===== config.mk =====
export PLATFORM = sky130hd
export DESIGN_NAME = uart_rx_decoder_flat
export DESIGN_NICKNAME = d
export VERILOG_FILES = /design/src/rtl/uart_rx_decoder_pkg.sv /design/src/rtl/uart_rx_decoder_if.sv /design/src/rtl/uart_rx_decoder_link_watchdog.sv /design/src/rtl/uart_rx_decoder.sv /design/src/flat_wrapper.sv
export SDC_FILE = /design/constraint.sdc
export NUM_CORES = 1
export LEC_CHECK = 0
export ABC_AREA = 1
export BUFFER_PORTS_ARGS = -buffer_cell sky130_fd_sc_hd__buf_2
export CAP_MARGIN = 20
export CORE_UTILIZATION = 48
export DETAILED_ROUTE_END_ITERATION = 10
export PLACE_DENSITY = 0.78
export SYNTH_ARGS = -nofsm -noshare
export SYNTH_HDL_FRONTEND = slang
export SYNTH_SLANG_ARGS = --single-unit
export TNS_END_PERCENT = 10

===== constraint.sdc =====
create_clock -name clk -period 1.35 [get_ports clk]
set_clock_uncertainty 0.2 [all_clocks]
set_input_delay 0 -clock clk [delete_from_list [all_inputs] [get_ports clk]]
set_output_delay 0 -clock clk [all_outputs]
set_load 0.03 [all_outputs]

===== src/rtl/uart_rx_decoder_pkg.sv =====
// Shared message codes, field positions and receive FSM states for the UART RX decoder.
// Byte layout: {code[7:5], payload[4:0]}.
package uart_pkg;

  localparam int CODE_MSB  = 7;
  localparam int PAYLOAD_W = 5;

  typedef enum logic [2:0] {
    MSG_STATE    = 3'b000,
    MSG_MOUSE_HI = 3'b001,
    MSG_MOUSE_LO = 3'b010,
    MSG_SHOOT_0  = 3'b011,
    MSG_SHOOT_1  = 3'b100,
    MSG_SHOOT_2  = 3'b101,
    MSG_SHOOT_3  = 3'b110,
    MSG_SCORE    = 3'b111
  } msg_code_t;

  typedef enum logic [1:0] {
    IDLE   = 2'd0,
    POP    = 2'd1,
    DECODE = 2'd2
  } rx_state_t;

endpackage


===== src/rtl/uart_rx_decoder_if.sv =====
// FIFO read port between the UART RX FIFO (master) and the message decoder (slave).
interface uart_rx_decoder_if;
  logic       rx_empty;
  logic [7:0] r_data;
  logic       rd_uart;

  modport master (output rx_empty, output r_data, input rd_uart);
  modport slave  (input rx_empty, input r_data, output rd_uart);
endinterface


===== src/rtl/uart_rx_decoder_link_watchdog.sv =====
// Link-health watchdog: counts cycles since the last decoded byte, saturating at TIMEOUT_CYCLES.
// link_ok stays low from reset until the first kick.
module uart_link_watchdog #(
  parameter int TIMEOUT_CYCLES = 1_000_000,
  parameter int TO_W           = 20
) (
  input  logic clk,
  input  logic rst_n,
  input  logic kick,
  output logic link_ok
);

  localparam logic [TO_W-1:0] TO_MAX = TO_W'(TIMEOUT_CYCLES);

  logic [TO_W-1:0] cnt;

  always_ff @(posedge clk or negedge rst_n) begin
    if (!rst_n) begin
      cnt <= TO_MAX;
    end else if (kick) begin
      cnt <= '0;
    end else if (cnt < TO_MAX) begin
      cnt <= cnt + TO_W'(1);
    end
  end

  assign link_ok = (cnt < TO_MAX);

endmodule


===== src/rtl/uart_rx_decoder.sv =====
// Pops bytes from the UART RX FIFO, decodes the message code and updates game registers.
// Optional UART_RX_STATS_EN adds byte_cnt / round_cnt statistics outputs.
//
// state  | meaning
// IDLE   | wait for a non-empty FIFO, capture head byte
// POP    | rd_uart high for this cycle only
// DECODE | apply byte_q to the output registers, kick the watchdog
module uart_rx_decoder
  import uart_pkg::*;
#(
  parameter int TIMEOUT_CYCLES = 1_000_000,
  parameter int TO_W           = 20
) (
  input  logic                 clk,
  input  logic                 rst_n,
  uart_rx_decoder_if.slave     fifo,
  output logic [PAYLOAD_W-1:0] game_state,
  output logic                 game_state_vld,
  output logic [1:0]           shoot_dir,
  output logic                 shoot_vld,
  output logic [PAYLOAD_W-1:0] score,
  output logic                 score_vld,
  output logic [9:0]           mouse_pos,
  output logic                 mouse_vld,
  output logic                 pair_err,
  output logic                 link_ok
`ifdef UART_RX_STATS_EN
  ,
  output logic [15:0]          byte_cnt,
  output logic [15:0]          round_cnt
`endif
);

  rx_state_t             state, state_nxt;
  logic                  byte_ld, dec_en, rd_nxt, rd_q;
  logic [7:0]            byte_q;
  logic [PAYLOAD_W-1:0]  hi_q;
  logic                  pending;
  msg_code_t             code;
  logic [PAYLOAD_W-1:0]  payload;
  logic [2:0]            shoot_off;

  assign code      = msg_code_t'(byte_q[CODE_MSB -: 3]);
  assign payload   = byte_q[PAYLOAD_W-1:0];
  assign shoot_off = byte_q[CODE_MSB -: 3] - 3'd3;
  assign fifo.rd_uart = rd_q;

  always_ff @(posedge clk or negedge rst_n) begin
    if (!rst_n) state <= IDLE;
    else        state <= state_nxt;
  end

  always_comb begin
    state_nxt = state;
    byte_ld   = 1'b0;
    rd_nxt    = 1'b0;
    dec_en    = 1'b0;
    case (state)
      IDLE: begin
        if (!fifo.rx_empty) begin
          state_nxt = POP;
          byte_ld   = 1'b1;
          rd_nxt    = 1'b1;
        end
      end
      POP:     state_nxt = DECODE;
      DECODE: begin
        state_nxt = IDLE;
        dec_en    = 1'b1;
      end
      default: state_nxt = IDLE;
    endcase
  end

  // rd_uart is registered so it is high exactly during the POP cycle
  always_ff @(posedge clk or negedge rst_n) begin
    if (!rst_n) begin
      byte_q <= '0;
      rd_q   <= 1'b0;
    end else begin
      rd_q <= rd_nxt;
      if (byte_ld) byte_q <= fifo.r_data;
    end
  end

  always_ff @(posedge clk or negedge rst_n) begin
    if (!rst_n) begin
      game_state     <= '0;
      game_state_vld <= 1'b0;
      shoot_dir      <= '0;
      shoot_vld      <= 1'b0;
      score          <= '0;
      score_vld      <= 1'b0;
      mouse_pos      <= '0;
      mouse_vld      <= 1'b0;
      pair_err       <= 1'b0;
      hi_q           <= '0;
      pending        <= 1'b0;
    end else begin
      game_state_vld <= 1'b0;
      shoot_vld      <= 1'b0;
      score_vld      <= 1'b0;
      mouse_vld      <= 1'b0;
      pair_err       <= 1'b0;
      if (dec_en) begin
        case (code)
          MSG_STATE: begin
            game_state     <= payload;
            game_state_vld <= 1'b1;
          end
          MSG_MOUSE_HI: begin
            hi_q    <= payload;
            pending <= 1'b1;
          end
          // a low half with no preceding high half is dropped
          MSG_MOUSE_LO: begin
            if (pending) begin
              mouse_pos <= {hi_q, payload};
              mouse_vld <= 1'b1;
              pending   <= 1'b0;
            end else begin
              pair_err <= 1'b1;
            end
          end
          MSG_SHOOT_0, MSG_SHOOT_1, MSG_SHOOT_2, MSG_SHOOT_3: begin
            shoot_dir <= shoot_off[1:0];
            shoot_vld <= 1'b1;
          end
          MSG_SCORE: begin
            score     <= payload;
            score_vld <= 1'b1;
          end
          default: ;
        endcase
      end
    end
  end

`ifdef UART_RX_STATS_EN
  always_ff @(posedge clk or negedge rst_n) begin
    if (!rst_n) begin
      byte_cnt  <= '0;
      round_cnt <= '0;
    end else if (dec_en) begin
      byte_cnt <= byte_cnt + 16'd1;
      if (code == MSG_STATE) round_cnt <= round_cnt + 16'd1;
    end
  end
`endif

  uart_link_watchdog #(
    .TIMEOUT_CYCLES (TIMEOUT_CYCLES),
    .TO_W           (TO_W)
  ) u_watchdog (
    .clk     (clk),
    .rst_n   (rst_n),
    .kick    (dec_en),
    .link_ok (link_ok)
  );

endmodule


===== src/flat_wrapper.sv =====
// flat-port wrapper written by rule: the top's interface ports become plain ports
module uart_rx_decoder_flat import uart_pkg::*;
#(
  parameter int TIMEOUT_CYCLES = 1_000_000,
  parameter int TO_W           = 20
)
  (clk, rst_n, game_state, game_state_vld, shoot_dir, shoot_vld, score, score_vld, mouse_pos, mouse_vld, pair_err, link_ok, fifo_rx_empty, fifo_r_data, fifo_rd_uart);
  uart_rx_decoder_if fifo_i ();
  input  logic clk;
  input  logic rst_n;
  output logic [PAYLOAD_W-1:0] game_state;
  output logic game_state_vld;
  output logic [1:0] shoot_dir;
  output logic shoot_vld;
  output logic [PAYLOAD_W-1:0] score;
  output logic score_vld;
  output logic [9:0] mouse_pos;
  output logic mouse_vld;
  output logic pair_err;
  output logic link_ok;
  input wire logic [$bits(fifo_i.rx_empty)-1:0] fifo_rx_empty;
  input wire logic [$bits(fifo_i.r_data)-1:0] fifo_r_data;
  output wire logic [$bits(fifo_i.rd_uart)-1:0] fifo_rd_uart;
  assign fifo_i.rx_empty = fifo_rx_empty;
  assign fifo_i.r_data = fifo_r_data;
  assign fifo_rd_uart = fifo_i.rd_uart;
  uart_rx_decoder #(.TIMEOUT_CYCLES(TIMEOUT_CYCLES), .TO_W(TO_W)) u_core (.clk(clk), .rst_n(rst_n), .fifo(fifo_i), .game_state(game_state), .game_state_vld(game_state_vld), .shoot_dir(shoot_dir), .shoot_vld(shoot_vld), .score(score), .score_vld(score_vld), .mouse_pos(mouse_pos), .mouse_vld(mouse_vld), .pair_err(pair_err), .link_ok(link_ok));
endmodule

==> summary.md <==
| Metric | Value |
|---|---|
| Slew Limit Fails | 0 |
| Hpwl dp | 4.97 mm |
| Non-filler cells, final | 562 |
| Post-synth net total | 388 |
| Post-DR vias/cell | 5.24 |
| Failing checks | hold timing, setup timing |
| Share of post-route cells with drive strength above 1 | 0.333 |
| Async S/R FF share, synth | 1.00 |
| Final Cycle Share | 1.32 |
| Drt pass-1 iters | 4 |
| RSZ-0062 raised after global routing | yes |
| Clock Latency Late Sink | 0.35 ns |
| Clk pin slew, worst setup/hold paths | 0.08 ns |
| Crit path largest cell delay | 0.59 ns |
| Clock buffer depth | 2 |
| Syn avg cell area | 8.19 um2 |
| Critical path type | reg -> out |
| Vias in the first global route | 2,798 |
| Diodes inserted | 0 |
| Max Fclk | 560 MHz |
| Minimum clock period after layout | 1.78 ns |
| WL per Instance | 14.2 um |
| # port buffers | 39 |
| Max cap viols | 0 |
| Core ar. | 6030 um2 |
| Critical Path AT | 1.58 ns |
| Lkg Pwr | 2.19 nW |
| Area delta synth->final | 39.3% |
| Hold Path Class | in -> async |
| All-layer global routing usage | 0.259 |
| Maximum vdd drop | 0.00167 V |
| Crit end category | output port |
| Cell Rows | 28 |
| Via count | 2,943 |
| First-pass GRT wire length | 12.9 mm |
| GP Congestion | 0.877 |
| Number of enable flip-flop cells after synthesis | 0 |
| Total power | 6.97 mW |
| CTS tree | done |
| Synth area leaders | dfrtp_1 (47%), nand2_1 (14%), dfstp_2 (6.0%) |
| Post-synthesis sequential area ratio | 0.529 |
| Worst EP required | 1.15 ns |
| CTS Buf Count | 9 |
| Prevailing post-synth register cell | dfrtp_1 |
| Die width | 81.7 um |
| Mapped Area | 3050 um2 |
| Critical Path Start Type | flop |
| Power Dens Cells | 1640 nW/um2 |
| Critical-path cell list | inv_1 -> o21ai_1 -> nand2_2 -> nand2_4 -> inv_4 -> buf_6 |
| Initial antenna violation count | 0 |
| Total Nets Final | 498 |
| Count leader, synth | nand2_1 |
| Actual slew at the worst max-slew pin | 0.329 ns |
| Crit path max fanout | 5 |
| Post-synthesis cell type count | 27 |
| DRT antenna net count | 0 |
| Warnings, synthesis | 0 |
| Clock Tree Root | clkbuf_8 |
| Routed WL | 7.99 mm |
| Drt drc | 0 |
| Slew headroom | 0.781 |
| DR iter-0 viols | 218 |
| Synth top area share | 0.468 |
| Placed cell count | 531 |
| Max stage delay cell, worst path | dfstp_2 |
| Clk sinks | 64 |
| Grt ovf | 0 |
| Final-report hold violation count | 20 |
| Hold Slack | -0.0155 ns |
| Setup violations, final | 51 |
| Largest area contributor in the netlist | dfrtp_1 |
| Final Worst Setup Slack | -0.435 ns |
| Setup Slack @ Placement | -0.347 ns |
| Commonest cells post-synth | nand2_1 (111), dfrtp_1 (57), nor2_1 (38) |
| Die height | 81.7 um |
| Yosys reg bits | 64 |
| H-tree depth | 3 |
| Outcome | finished, violations left |
| Die ar. | 6670 um2 |
| Maximum number of pins on one net before global-route repair | 65 |
| Final TNS setup | -10.87 ns |
| Initial core utilization | 0.506 |
| Post-synthesis cell count | 372 |
| I/O pins | 40 |
timing repair:
action / in CTS / in global routing
pin swaps: 13 / 8
gates resized for setup: 28 / 23
hold endpoints to repair: 74 / 0
endpoints found under the setup margin: 53 / 60
hold buffers: 10 / 0
setup buffers: 4 / 1
per-layer routing:
metal,wire (um),track usage,vias up
met3,400,0.0378,16
met5,0,0,-
met4,159,0.128,0
li1,-,-,1413
met1,3270,0.320,1413
met2,4160,0.444,101
placed cells by master, fill, tap and decap left out, types with 4 or more instances in the layout:
cell type | netlist | routed
inv_2 | 1 | 4
dfstp_2 | 7 | 7
dfrtp_1 | 57 | 57
nand2_4 | 0 | 4
nand2_2 | 4 | 10
nand3_1 | 36 | 32
clkbuf_8 | 0 | 10
nor2_2 | 3 | 6
nand3_2 | 0 | 4
o21ai_1 | 1 | 5
nand4_1 | 4 | 4
nand2_1 | 111 | 101
o21ai_0 | 36 | 32
buf_2 | 5 | 38
buf_6 | 2 | 6
buf_4 | 2 | 53
dlygate4sd3_1 | 0 | 10
inv_1 | 34 | 30
nor2_1 | 38 | 32
a21oi_1 | 10 | 9
worst max-delay path: cells and delay by family, from the launching register on:
family                 cells  cell delay [ns]
AO/OA/AOI/OAI              1             0.18
buffers and inverters      3             0.25
flip-flops                 1             0.59
AND/OR/NAND/NOR            2             0.21
layout make-up:
| class | count | area, um2 |
|---|---|---|
| tap | 75 | 93.8 |
| clock buffer | 10 | 138 |
| clock inverter | 6 | 114 |
| timing repair buffer | 109 | 791 |
| inverter | 36 | 140 |
| fill | 413 | 1780 |
| multi-input combinational | 262 | 1360 |
| sequential | 64 | 1610 |
flip-flops by register name (all words and copies together), names as in the netlist, 2 cells and up:
name and flops:
u_core.game_state 5, u_core.score 5, u_core.byte_q 8, u_core.state 2, u_core.shoot_dir 2, u_core.hi_q 5, u_core.mouse_pos 10, u_core.u_watchdog.cnt 20
per-stage QoR:
step | area [um2] | utilization
2_1_floorplan | 3050 | -
3_3_place_gp | 3690 | 0.613
3_5_place_dp | 3690 | 0.613
4_1_cts | 4170 | 0.692
5_1_grt | 4240 | 0.704
6_report | 4240 | 0.704
path summary, 6_finish.rpt:
kind	startpoint	end	cells past startpoint	slack, ns
worst max register to register	u_core.u_watchdog.cnt[14]	u_core.u_watchdog.cnt[15]	9	-0.43
worst min-delay path	rst_n	u_core.u_watchdog.cnt[13]	3	-0.02
max in group asynchronous	rst_n	u_core.u_watchdog.cnt[16]	3	0.65
min in group clk	fifo_rx_empty	u_core.state[0]	3	0.19
worst max-delay path	u_core.u_watchdog.cnt[14]	link_ok	6	-0.43
worst min register to register	u_core.pending	u_core.pair_err	1	0.23
where the power goes:
part	total [mW]	switching [mW]	internal, mW
registers	2.71	0.305	2.41
logic	2.19	1.43	0.756
clock network	2.07	0.785	1.28
total	6.97	2.52	4.45
cells by family after synthesis:
logic type / after synthesis / synth area share
compound gates: 51 / 0.0871
xor+xnor: 3 / 0.00863
fa+ha+maj: 5 / 0.0205
buf+inv: 46 / 0.0669
flops: 64 / 0.529
simple gates: 203 / 0.288
(Power assumes the default switching activity.)
